===== config.mk =====
export PLATFORM = sky130hd
export DESIGN_NAME = mmu_xlat_req
export DESIGN_NICKNAME = d
export VERILOG_FILES = /design/src/rtl/mmu_xlat_req.sv
export SDC_FILE = /design/constraint.sdc
export NUM_CORES = 1
export LEC_CHECK = 0
export CAP_MARGIN = 20
export CORE_MARGIN = 5
export CORE_UTILIZATION = 41
export DETAILED_ROUTE_END_ITERATION = 6
export GPL_TIMING_DRIVEN = 0
export PLACE_DENSITY = 0.82
export SYNTH_ARGS = -nofsm -noshare
export SYNTH_HDL_FRONTEND = slang
export SYNTH_SLANG_ARGS = --single-unit

===== constraint.sdc =====
create_clock -name clk -period 2.75 [get_ports clk]
set_input_delay 0.4125 -clock clk [delete_from_list [all_inputs] [get_ports clk]]
set_output_delay 0.4125 -clock clk [all_outputs]
set_load 0.01 [all_outputs]

===== src/rtl/mmu_xlat_req.sv =====
// CPU-side initiator for the MMU translation interface: one request in flight at a time.
// Latency: 2+ cycles for translated accesses (accept -> mmu_req -> hit -> rsp), 1 cycle for FC=7 bypass.
// Backpressure: rsp_ready low holds the response indefinitely and keeps cpu_req_ready low.
module mmu_xlat_req #(
  parameter int VA_WIDTH       = 24,
  parameter int PA_WIDTH       = 24,
  parameter int TIMEOUT_CYCLES = 16,
  parameter int TO_WIDTH       = 5
) (
  input  logic                clk,
  input  logic                rst_n,
  input  logic                cpu_req_valid,
  output logic                cpu_req_ready,
  input  logic [VA_WIDTH-1:0] cpu_va,
  input  logic [2:0]          cpu_fc,
  input  logic                cpu_rw_n,
  output logic                mmu_req,
  output logic [VA_WIDTH-1:0] mmu_va,
  output logic [2:0]          mmu_fc,
  output logic                mmu_rw_n,
  input  logic [PA_WIDTH-1:0] mmu_pa,
  input  logic                mmu_hit,
  input  logic                mmu_fault,
  output logic                rsp_valid,
  input  logic                rsp_ready,
  output logic [PA_WIDTH-1:0] rsp_pa,
  output logic                rsp_fault,
  output logic                rsp_timeout
);

  typedef enum logic [1:0] {
    S_IDLE = 2'd0,
    S_WAIT = 2'd1,
    S_RESP = 2'd2
  } state_t;

  // Common width used to zero-extend or truncate the VA onto the PA bus.
  localparam int XW = (PA_WIDTH > VA_WIDTH) ? PA_WIDTH : VA_WIDTH;
  localparam logic [TO_WIDTH-1:0] CNT_LAST = TO_WIDTH'(TIMEOUT_CYCLES - 1);

  state_t                r_state;
  state_t                w_next;
  logic [TO_WIDTH-1:0]   r_cnt;
  logic [VA_WIDTH-1:0]   r_va;
  logic [2:0]            r_fc;
  logic                  r_rw_n;
  logic [PA_WIDTH-1:0]   r_pa;
  logic                  r_fault;
  logic                  r_timeout;

  logic                  w_accept;
  logic                  w_bypass;
  logic                  w_cnt_last;
  logic [XW-1:0]         w_va_ext;
  logic [PA_WIDTH-1:0]   w_bypass_pa;

  assign w_accept    = cpu_req_valid && (r_state == S_IDLE);
  assign w_bypass    = (cpu_fc == 3'b111);
  assign w_cnt_last  = (r_cnt == CNT_LAST);
  assign w_va_ext    = XW'(cpu_va);
  assign w_bypass_pa = w_va_ext[PA_WIDTH-1:0];

  // State register; reset aborts any in-flight request without a response.
  always_ff @(posedge clk or negedge rst_n) begin
    if (!rst_n) begin
      r_state <= S_IDLE;
    end else begin
      r_state <= w_next;
    end
  end

  // Next-state: fault beats hit, hit beats timeout; MMU inputs only matter in WAIT.
  always_comb begin
    w_next = r_state;
    case (r_state)
      S_IDLE: begin
        if (w_accept) begin
          w_next = w_bypass ? S_RESP : S_WAIT;
        end
      end
      S_WAIT: begin
        if (mmu_fault || mmu_hit || w_cnt_last) begin
          w_next = S_RESP;
        end
      end
      S_RESP: begin
        if (rsp_ready) begin
          w_next = S_IDLE;
        end
      end
      default: w_next = S_IDLE;
    endcase
  end

  // Handshake and strobe outputs decode directly from the registered state.
  always_comb begin
    cpu_req_ready = 1'b0;
    mmu_req       = 1'b0;
    rsp_valid     = 1'b0;
    case (r_state)
      S_IDLE:  cpu_req_ready = 1'b1;
      S_WAIT:  mmu_req       = 1'b1;
      S_RESP:  rsp_valid     = 1'b1;
      default: cpu_req_ready = 1'b0;
    endcase
  end

  // Request capture, timeout counter and response registers.
  always_ff @(posedge clk or negedge rst_n) begin
    if (!rst_n) begin
      r_va      <= '0;
      r_fc      <= 3'b000;
      r_rw_n    <= 1'b1;
      r_cnt     <= '0;
      r_pa      <= '0;
      r_fault   <= 1'b0;
      r_timeout <= 1'b0;
    end else begin
      case (r_state)
        S_IDLE: begin
          if (w_accept) begin
            r_va   <= cpu_va;
            r_fc   <= cpu_fc;
            r_rw_n <= cpu_rw_n;
            r_cnt  <= '0;
            if (w_bypass) begin
              r_pa      <= w_bypass_pa;
              r_fault   <= 1'b0;
              r_timeout <= 1'b0;
            end
          end
        end
        S_WAIT: begin
          if (mmu_fault) begin
            r_pa      <= '0;
            r_fault   <= 1'b1;
            r_timeout <= 1'b0;
          end else if (mmu_hit) begin
            r_pa      <= mmu_pa;
            r_fault   <= 1'b0;
            r_timeout <= 1'b0;
          end else if (w_cnt_last) begin
            r_pa      <= '0;
            r_fault   <= 1'b1;
            r_timeout <= 1'b1;
          end else begin
            r_cnt <= r_cnt + 1'b1;
          end
        end
        default: begin
          // RESP: everything held until the consumer takes the response.
        end
      endcase
    end
  end

  assign mmu_va      = r_va;
  assign mmu_fc      = r_fc;
  assign mmu_rw_n    = r_rw_n;
  assign rsp_pa      = r_pa;
  assign rsp_fault   = r_fault;
  assign rsp_timeout = r_timeout;

endmodule

=== Word level (Yosys, flattened, before mapping) ===
Cells that the tools add are included.

* Muxes and demuxes: 27
* Add/subtract/negate cells: 1
* Equality and inequality tests: 12
* Reduce and logical (&&, ||, !) cells: 9

{| class="wikitable"
|+ Operator list
! operator !! number
|-
| 2-to-1 mux 24 bit || 5
|-
| one-hot mux 24 bit (2 select lines) || 1
|-
| 2-to-1 mux 5 bit || 4
|-
| inequality test 2 bit (second input constant) || 7
|-
| one-hot mux 5 bit (2 select lines) || 1
|-
| 2-to-1 mux 1 bit || 9
|-
| 2-to-1 mux 2 bit || 4
|-
| one-hot mux 2 bit (3 select lines) || 1
|-
| adder 5 x 1 -> 5 bit (second input constant) || 1
|-
| equality test 5 x 4 -> 1 bit (second input constant) || 1
|-
| AND reduction 5 bit || 1
|-
| inequality test 4 bit (second input constant) || 1
|-
| one-hot mux 1 bit (2 select lines) || 2
|-
| AND reduction 4 bit || 1
|-
| equality test 3 bit (second input constant) || 1
|-
| AND reduction 3 bit || 1
|-
| equality test 2 x 1 -> 1 bit (second input constant) || 1
|-
| equality test 2 bit (second input constant) || 1
|-
| logical NOT 2 bit || 1
|-
| logical OR 1 bit || 2
|-
| AND reduction 2 bit || 1
|-
| nonzero test 2 bit || 1
|-
| logical AND 1 bit || 1
|}

* Input bits: 58
* Logic and storage cells: 57
* Bits in registers: 61
* Output and inout bits: 57

=== Longest topological paths before layout ===
Gate-level depths: netlist of run 1.

* Word-level depth: 5
* Gate-level depth with buffers: 7
* Mapped depth without buffers: 6

=== Least setup slack after synthesis of run 1 ===
Ideal clock, no wire load.

* Kind: register to register
* From: reg r_cnt[0]
* To: reg r_cnt[4]
* Cell stages (with the launch flop): 7
* Path slack: 618 ps
* Data required time: 2625 ps
* Arrival time: 2007 ps
* Clock period less this slack: 2132 ps
* Cells stage by stage: dfrtp_1 -> ha_1 -> and3_1 -> ha_1 -> or4b_1 -> o21bai_2 -> mux2_2

* Longest elaborated chain between the ends: 5

{| class="wikitable"
|+ RTL lines
! element !! RTL line !! text
|-
| start, declared || 43 || <nowiki>logic [TO_WIDTH-1:0] r_cnt;</nowiki>
|-
| start signal, assigned || 147 || <nowiki>r_cnt <= r_cnt + 1'b1;</nowiki>
|-
| adder 5 x 1 -> 5 bit || 147 ||
|-
| 2-to-1 mux 5 bit || 142 || <nowiki>end else if (w_cnt_last) begin</nowiki>
|-
| 2-to-1 mux 5 bit || 138 || <nowiki>end else if (mmu_hit) begin</nowiki>
|-
| 2-to-1 mux 5 bit || 134 || <nowiki>if (mmu_fault) begin</nowiki>
|-
| one-hot mux 5 bit (2 select lines) || 119 || <nowiki>case (r_state)</nowiki>
|}

Parallel ways exist; a longest one is shown, timed or not. The select of a mux whose other input is x is not followed.
A chain may end at the register's enable or synchronous reset.

=== Final worst setup path of run 1 ===
* From: reg r_state[1]
* To: out mmu_req

* Longest elaborated chain between the ends: 2

{| class="wikitable"
|+ RTL lines
! element !! RTL line !! text
|-
| start, declared || 41 || <nowiki>state_t r_state;</nowiki>
|-
| start signal, assigned || 68 || <nowiki>r_state <= w_next;</nowiki>
|-
| equality test 2 x 1 -> 1 bit || 100 || <nowiki>case (r_state)</nowiki>
|-
| 2-to-1 mux 1 bit || 100 ||
|-
| end, declared || 17 || <nowiki>output logic mmu_req,</nowiki>
|}

Every way passes these cells.

==> results.sh, run 1 <==
export IMPL_die_y_um=90.9
export IMPL_grt_usage_pct=17.8
export IMPL_post_route_util_pct=64.7
export IMPL_worst_slack_ns=0.220
export IMPL_yosysWarnings=0
export IMPL_layout_min_cycle_time_ns=2.53
export IMPL_vias=2030
export IMPL_max_slew_margin_rel_pct=47.9
export IMPL_ys_seq_elements=61
export IMPL_maxSlewViolCount=0
export IMPL_dieArea_mm2=0.00825
export IMPL_critPathMaxFanout=10
export IMPL_pre_cts_ws_ns=0.312
export IMPL_grt_remaining_overflow=0
export IMPL_critPathLaunchType="flop"
export IMPL_antennaDiodeCount=0
export IMPL_numCtsBuffers=9
export IMPL_drt_pass1_iterations=4
export IMPL_drc=0
export IMPL_num_fill_cells=525
export IMPL_drtIter0Drc=66
export IMPL_via_per_inst=5.14
export IMPL_crit_type="flop to output port"
export IMPL_cp_num_buf_inv=4
export IMPL_crit_reg2reg_launch="r_cnt[0]"
export IMPL_seq_area_frac_synth_pct=57.0
export IMPL_clkSlewWorstSetupHoldPaths_ns=0.06
export IMPL_r2r_setup_slack_ns=0.44
export IMPL_io_pin_count=115
export IMPL_post_cts_buffers=0
export IMPL_vdd_ir_drop_max_uv=518
export IMPL_ff_latch_area_mm2=0.00153
export IMPL_r2r_cells=6
export IMPL_clk_path_buf_depth=2
export IMPL_syn_area_mm2=0.00268
export IMPL_avgSynthCellArea_um2=14.1
export IMPL_run_status="completed"
export IMPL_fmax_ghz=0.395
export IMPL_hold_path_class="primary input to async pin"
export IMPL_worstPathCellList="nand2b_1, buf_2, buf_2, inv_1, clkdlybuf4s50_1"
export IMPL_hold_viol=0
export IMPL_grt_pass1_vias=2256
export IMPL_ctsHoldBuffers=0
export IMPL_antenna_found_initial=0
export IMPL_core_mm2=0.00635
export IMPL_multi_input_area_mm2=0.00107
export IMPL_rows=29
export IMPL_final_cell_mix="clkdlybuf4s50_1, dfrtp_1, mux2_2"
export IMPL_setup_violations=0
export IMPL_critical_path_arrival_ns=2.12
export IMPL_tritoncts="done"
export IMPL_cts_resized=0
export IMPL_layout_cells_most_common="clkdlybuf4s50_1"
export IMPL_grt_start_max_net_pins=62
export IMPL_finalClockSkew_ns=0.00524
export IMPL_drtAntennaViolNets=0
export IMPL_r2r_end="r_cnt[4]"
export IMPL_cts_sinks=61
export IMPL_cp_slowest_cell="clkdlybuf4s50_1"
export IMPL_clk_latency_ns=0.32
export IMPL_cap_violations=0
export IMPL_crit_family="buffers and inverters"
export IMPL_cts_max_level=3
export IMPL_rsz0062_at_grt="no"
export IMPL_wl_per_cell_um=17.9
export IMPL_hpwl_um=5200
export IMPL_grt_pass1_wl_um=11700
export IMPL_crit_top_cell="buf_2"
export IMPL_layout_worst_path_cycle_share_pct=92.0
export IMPL_max_stage_delay_ns=0.56
export IMPL_die_width_um=90.9
export IMPL_synth_net_count=250
export IMPL_fin_nets=374
export IMPL_area_growth_pct=53.2
export IMPL_cts_root_buffer="clkbuf_8"
export IMPL_ys_types=30
export IMPL_p_leak_uw=0.00172
export IMPL_initial_core_util_pct=42.2
export IMPL_p_per_area_mw_per_mm2=1080
export IMPL_tightest_slew_ns=0.781
export IMPL_netlist_instances=190
export IMPL_drt_total_wl_um=7070
export IMPL_end_kind="output port"
export IMPL_gp_congestion=0.704
export IMPL_port_buffers=114
export IMPL_critPathRequiredTime_ns=2.34
export IMPL_drive_gt1_share_pct=25.8
==> routing by layer <==
metal / wire [um] / GRT usage (%)
met1: 2960 / 22.4
met2: 3460 / 28.1
met3: 531 / 6.17
met4: 115 / 7.21
met5: 0 / 0
==> report_power, final <==
group / internal (uW) / switching [uW]
sequential: 1320 / 226
combinational: 1300 / 795
clock: 465 / 326
total: 3090 / 1350
==> worst max path at each step <==
| stage | slack (ns) | depth (start not counted) | end | start |
|---|---|---|---|---|
| final | 0.22 | 5 | mmu_req | r_state[1] |
| after detailed placement | 0.31 | 5 | rsp_timeout | cpu_fc[2] |
| after global routing | 0.07 | 5 | mmu_req | r_state[1] |
| after global placement | -0.78 | 1 | mmu_va[14] | rst_n |
| after CTS | 0.1 | 5 | mmu_req | r_state[1] |
| after floorplan | 0.62 | 6 | r_cnt[4] | r_cnt[0] |
==> synth_stat cells <==
master | instances | area share [%]
nor3_4 | 1 | 0.61
or4b_1 | 1 | 0.37
mux2_2 | 55 | 23
nand3_1 | 3 | 0.56
nor2b_1 | 1 | 0.23
inv_1 | 7 | 0.98
or3_1 | 1 | 0.23
mux2i_1 | 1 | 0.37
nor3b_1 | 1 | 0.28
nand2b_1 | 1 | 0.23
dfrtp_1 | 60 | 56
a21o_1 | 1 | 0.28
and3_1 | 1 | 0.23
a22o_1 | 24 | 7.8
nor3_1 | 1 | 0.19
dfstp_2 | 1 | 0.98
a41oi_1 | 1 | 0.33
o21bai_2 | 1 | 0.42
nor4b_4 | 1 | 0.89
ha_1 | 2 | 0.93
buf_2 | 9 | 1.7
nand4_1 | 1 | 0.23
o21ai_0 | 1 | 0.19
o211ai_1 | 3 | 0.84
or4_1 | 1 | 0.28
a21oi_1 | 1 | 0.19
nand2_1 | 3 | 0.42
nor4bb_1 | 1 | 0.37
nor2_1 | 2 | 0.28
clkbuf_1 | 3 | 0.42
==> worst reg2reg max path, stage by stage (launching register included) <==
cell and delay (ns):
dfrtp_1 0.41, ha_1 0.24, and3_1 0.20, ha_1 0.21, or4b_1 0.51, o21bai_2 0.25
mux2_2 0.37
==> through the flow <==
step / instance area [um^2] / cells / setup TNS (ns) / hold slack [ns] / power (uW)
3_5_place_dp: 3920 / 381 / 0 / 0.494 / 3700
6_report: 4110 / 395 / 0 / 0.159 / 4440
2_1_floorplan: 2680 / 190 / 0 / 0.117 / 2530
3_3_place_gp: 3920 / 381 / -46.46 / 0.489 / 3650
5_1_grt: 4110 / 395 / 0 / 0.229 / 4710
4_1_cts: 4100 / 395 / 0 / 0.192 / 4500
==> cell families (layout without fill, tap and decap cells) <==
group,Yosys count,after routing,share of synthesized area (%)
flops,61,61,57.0
mux,56,56,23.5
compound gates,32,32,10.1
simple gates,20,20,5.42
buf+inv,19,147,3.08
fa+ha+maj,2,2,0.934
==> registers in the layout (all words and copies together) (netlist names) <==
signal	flops
mmu_va	24
r_cnt	5
rsp_timeout	1
mmu_rw_n	1
rsp_pa	24
mmu_fc	3
rsp_fault	1
r_state	2
==> layout make-up <==
| class | count | area share, % |
|---|---|---|
| repair buffers | 114 | 27.7 |
| clock buffers | 14 | 3.96 |
| clock inverters | 1 | 0.731 |
| plain buffers | 11 | 1.28 |
| flip-flops and latches | 61 | 37.2 |
| inverters | 7 | 0.640 |
| well taps | 77 | 2.35 |
| multi-input cells | 110 | 26.1 |
Power figures use the tool's default switching activity.
==> run 2, diff against run 1 <==
--- a/config.mk
+++ b/config.mk
@@ -8,6 +8,8 @@
 export CAP_MARGIN = 20
 export CORE_MARGIN = 5
 export CORE_UTILIZATION = 41
+export CTS_BUF_LIST = sky130_fd_sc_hd__clkbuf_4 sky130_fd_sc_hd__clkbuf_8 sky130_fd_sc_hd__clkbuf_16
+export CTS_CLUSTER_SIZE = 20
 export DETAILED_ROUTE_END_ITERATION = 6
 export GPL_TIMING_DRIVEN = 0
 export PLACE_DENSITY = 0.82
==> constraint.sdc (replaced) <==
create_clock -name clk -period 2.7 [get_ports clk]
set_input_delay 0.405 -clock clk [delete_from_list [all_inputs] [get_ports clk]]
set_output_delay 0.405 -clock clk [all_outputs]
set_load 0.01 [all_outputs]
==> results.sh, run 2 (same netlist as run 1, synthesis figures left out) <==
export IMPL_post_cts_buffers=0
export IMPL_hold_path_class="primary input to async pin"
export IMPL_tritoncts="done"
export IMPL_maxSlewViolCount=0
export IMPL_initial_core_util_pct=42.2
export IMPL_port_buffers=114
export IMPL_cts_max_level=3
export IMPL_drtIter0Drc=75
export IMPL_numCtsBuffers=9
export IMPL_crit_type="flop to output port"
export IMPL_max_slew_margin_rel_pct=48.6
export IMPL_die_y_um=90.9
export IMPL_grt_pass1_vias=2257
export IMPL_p_clk_share_pct=18.4
export IMPL_antennaDiodeCount=0
export IMPL_rsz0062_at_grt="no"
export IMPL_critical_path_arrival_ns=2.12
export IMPL_vias=2033
export IMPL_p_leak_uw=0.00173
export IMPL_layout_min_cycle_time_ns=2.53
export IMPL_place_inst=381
export IMPL_worstPathCellList="nand2b_1, buf_2, buf_2, inv_1, clkdlybuf4s50_1"
export IMPL_pre_cts_ws_ns=0.269
export IMPL_core_mm2=0.00635
export IMPL_max_stage_delay_ns=0.56
export IMPL_ctsHoldBuffers=0
export IMPL_run_status="completed"
export IMPL_grt_remaining_overflow=0
export IMPL_worst_slack_ns=0.173
export IMPL_drt_total_wl_um=7040
export IMPL_swShare_pct=30.1
export IMPL_cts_root_buffer="clkbuf_8"
export IMPL_power_uw=4550
export IMPL_clk_latency_ns=0.32
export IMPL_cts_sinks=61
export IMPL_crit_family="buffers and inverters"
export IMPL_seq_power_share_pct=34.7
export IMPL_cts_resized=0
export IMPL_p_per_area_mw_per_mm2=1100
export IMPL_rows=29
export IMPL_drc=0
export IMPL_drtAntennaViolNets=0
export IMPL_cap_violations=0
export IMPL_hold_viol=0
export IMPL_switching_power_uw=1370
export IMPL_cp_num_buf_inv=4
export IMPL_fin_cells=395
export IMPL_setup_violations=0
export IMPL_critPathRequiredTime_ns=2.30
export IMPL_grt_usage_pct=17.9
export IMPL_fmax_ghz=0.396
export IMPL_wl_per_cell_um=17.8
export IMPL_area_growth_pct=53.6
export IMPL_comb_power_share_pct=46.9
export IMPL_grt_pass1_wl_um=11800
export IMPL_grt_start_max_net_pins=62
export IMPL_vdd_ir_drop_max_uv=527
export IMPL_final_cell_mix="clkdlybuf4s50_1, dfrtp_1, mux2_2"
export IMPL_dieArea_mm2=0.00825
export IMPL_clkSlewWorstSetupHoldPaths_ns=0.07
export IMPL_io_pin_count=115
export IMPL_antenna_found_initial=0
export IMPL_hpwl_um=5200
export IMPL_critPathLaunchType="flop"
export IMPL_drt_pass1_iterations=4
export IMPL_layout_cells_most_common="clkdlybuf4s50_1"
export IMPL_tightest_slew_ns=0.770
export IMPL_die_width_um=90.9
export IMPL_num_fill_cells=526
export IMPL_critPathMaxFanout=10
export IMPL_r2r_setup_slack_ns=0.39
export IMPL_hold_worst_slack_ns=0.158
export IMPL_crit_top_cell="buf_2"
export IMPL_layout_worst_path_cycle_share_pct=93.6
export IMPL_drive_gt1_share_pct=26.7
export IMPL_finalClockSkew_ns=0.00599
export IMPL_power_internal_uw=3180
export IMPL_setup_tns_final_ns=0
export IMPL_cp_slowest_cell="clkdlybuf4s50_1"
export IMPL_via_per_inst=5.15
export IMPL_fin_nets=374
export IMPL_gp_congestion=0.704
export IMPL_end_kind="output port"
export IMPL_clk_path_buf_depth=2
==> run 2: layout make-up <==
type	instances	area, um^2	share of cell area, %
timing repair buffer	114	1140	27.7
multi-input combinational	110	1070	26.0
clock buffer	14	174	4.22
inverter	7	26.3	0.638
tap	77	96.3	2.34
sequential	61	1530	37.1
clock inverter	1	30.0	0.729
buffer	11	52.6	1.28
==> run 2: per-layer routing <==
metal  global-route usage [%]  wire [um]  up-vias  share of wire [%]
met1                     22.3       2960     1001                 42
met3                     6.17        515       14                7.3
met4                     7.21        140        0                2.0
met2                     28.2       3430       68                 49
li1                         -          -      950                  -
met5                        0          0        -                  0
==> run 2: worst reg2reg max path: cells and delay by family (launching register included) <==
| kind | cells | cell delay, ns |
|---|---|---|
| AOI/OAI and AO/OA | 1 | 0.25 |
| and+or+nand+nor | 2 | 0.71 |
| muxes | 1 | 0.37 |
| DFF | 1 | 0.41 |
| adders and majority gates | 2 | 0.45 |
==> run 2: path summary, 6_finish.rpt <==
check                                 from         end  depth (start not counted)
max in group asynchronous            rst_n  r_state[1]                          1
min in group clk                mmu_va[23]  mmu_va[23]                          1
worst max-delay path            r_state[1]     mmu_req                          5
worst min register to register  mmu_va[23]  mmu_va[23]                          1
worst max register to register    r_cnt[0]    r_cnt[4]                          6
worst min-delay path                 rst_n    r_cnt[0]                          1
==> run 2: metrics by stage <==
| stage | utilization, % | area [um^2] |
|---|---|---|
| after floorplan | - | 2680 |
| after global placement | 61.7 | 3920 |
| after detailed placement | 61.7 | 3920 |
| after CTS | 64.8 | 4120 |
| after global routing | 64.8 | 4120 |
| final | 64.8 | 4120 |
==> run 2: power groups by stage <==
stage          Sequential [uW]  Clock, uW  Combinational (uW)
2_1_floorplan             1760          0                 816
3_3_place_gp              1550          0                2160
3_5_place_dp              1580          0                2190
4_1_cts                   1580        858                2180
5_1_grt                   1630        914                2280
6_report                  1580        835                2130
==> run 3, diff against run 2 <==
--- a/config.mk
+++ b/config.mk
@@ -5,6 +5,7 @@
 export SDC_FILE = /design/constraint.sdc
 export NUM_CORES = 1
 export LEC_CHECK = 0
+export ABC_CLOCK_PERIOD_IN_PS = 2700
 export CAP_MARGIN = 20
 export CORE_MARGIN = 5
 export CORE_UTILIZATION = 41
==> results of run 3 <==
Same layout as run 2: the final DEF is identical, and so are final timing and power.
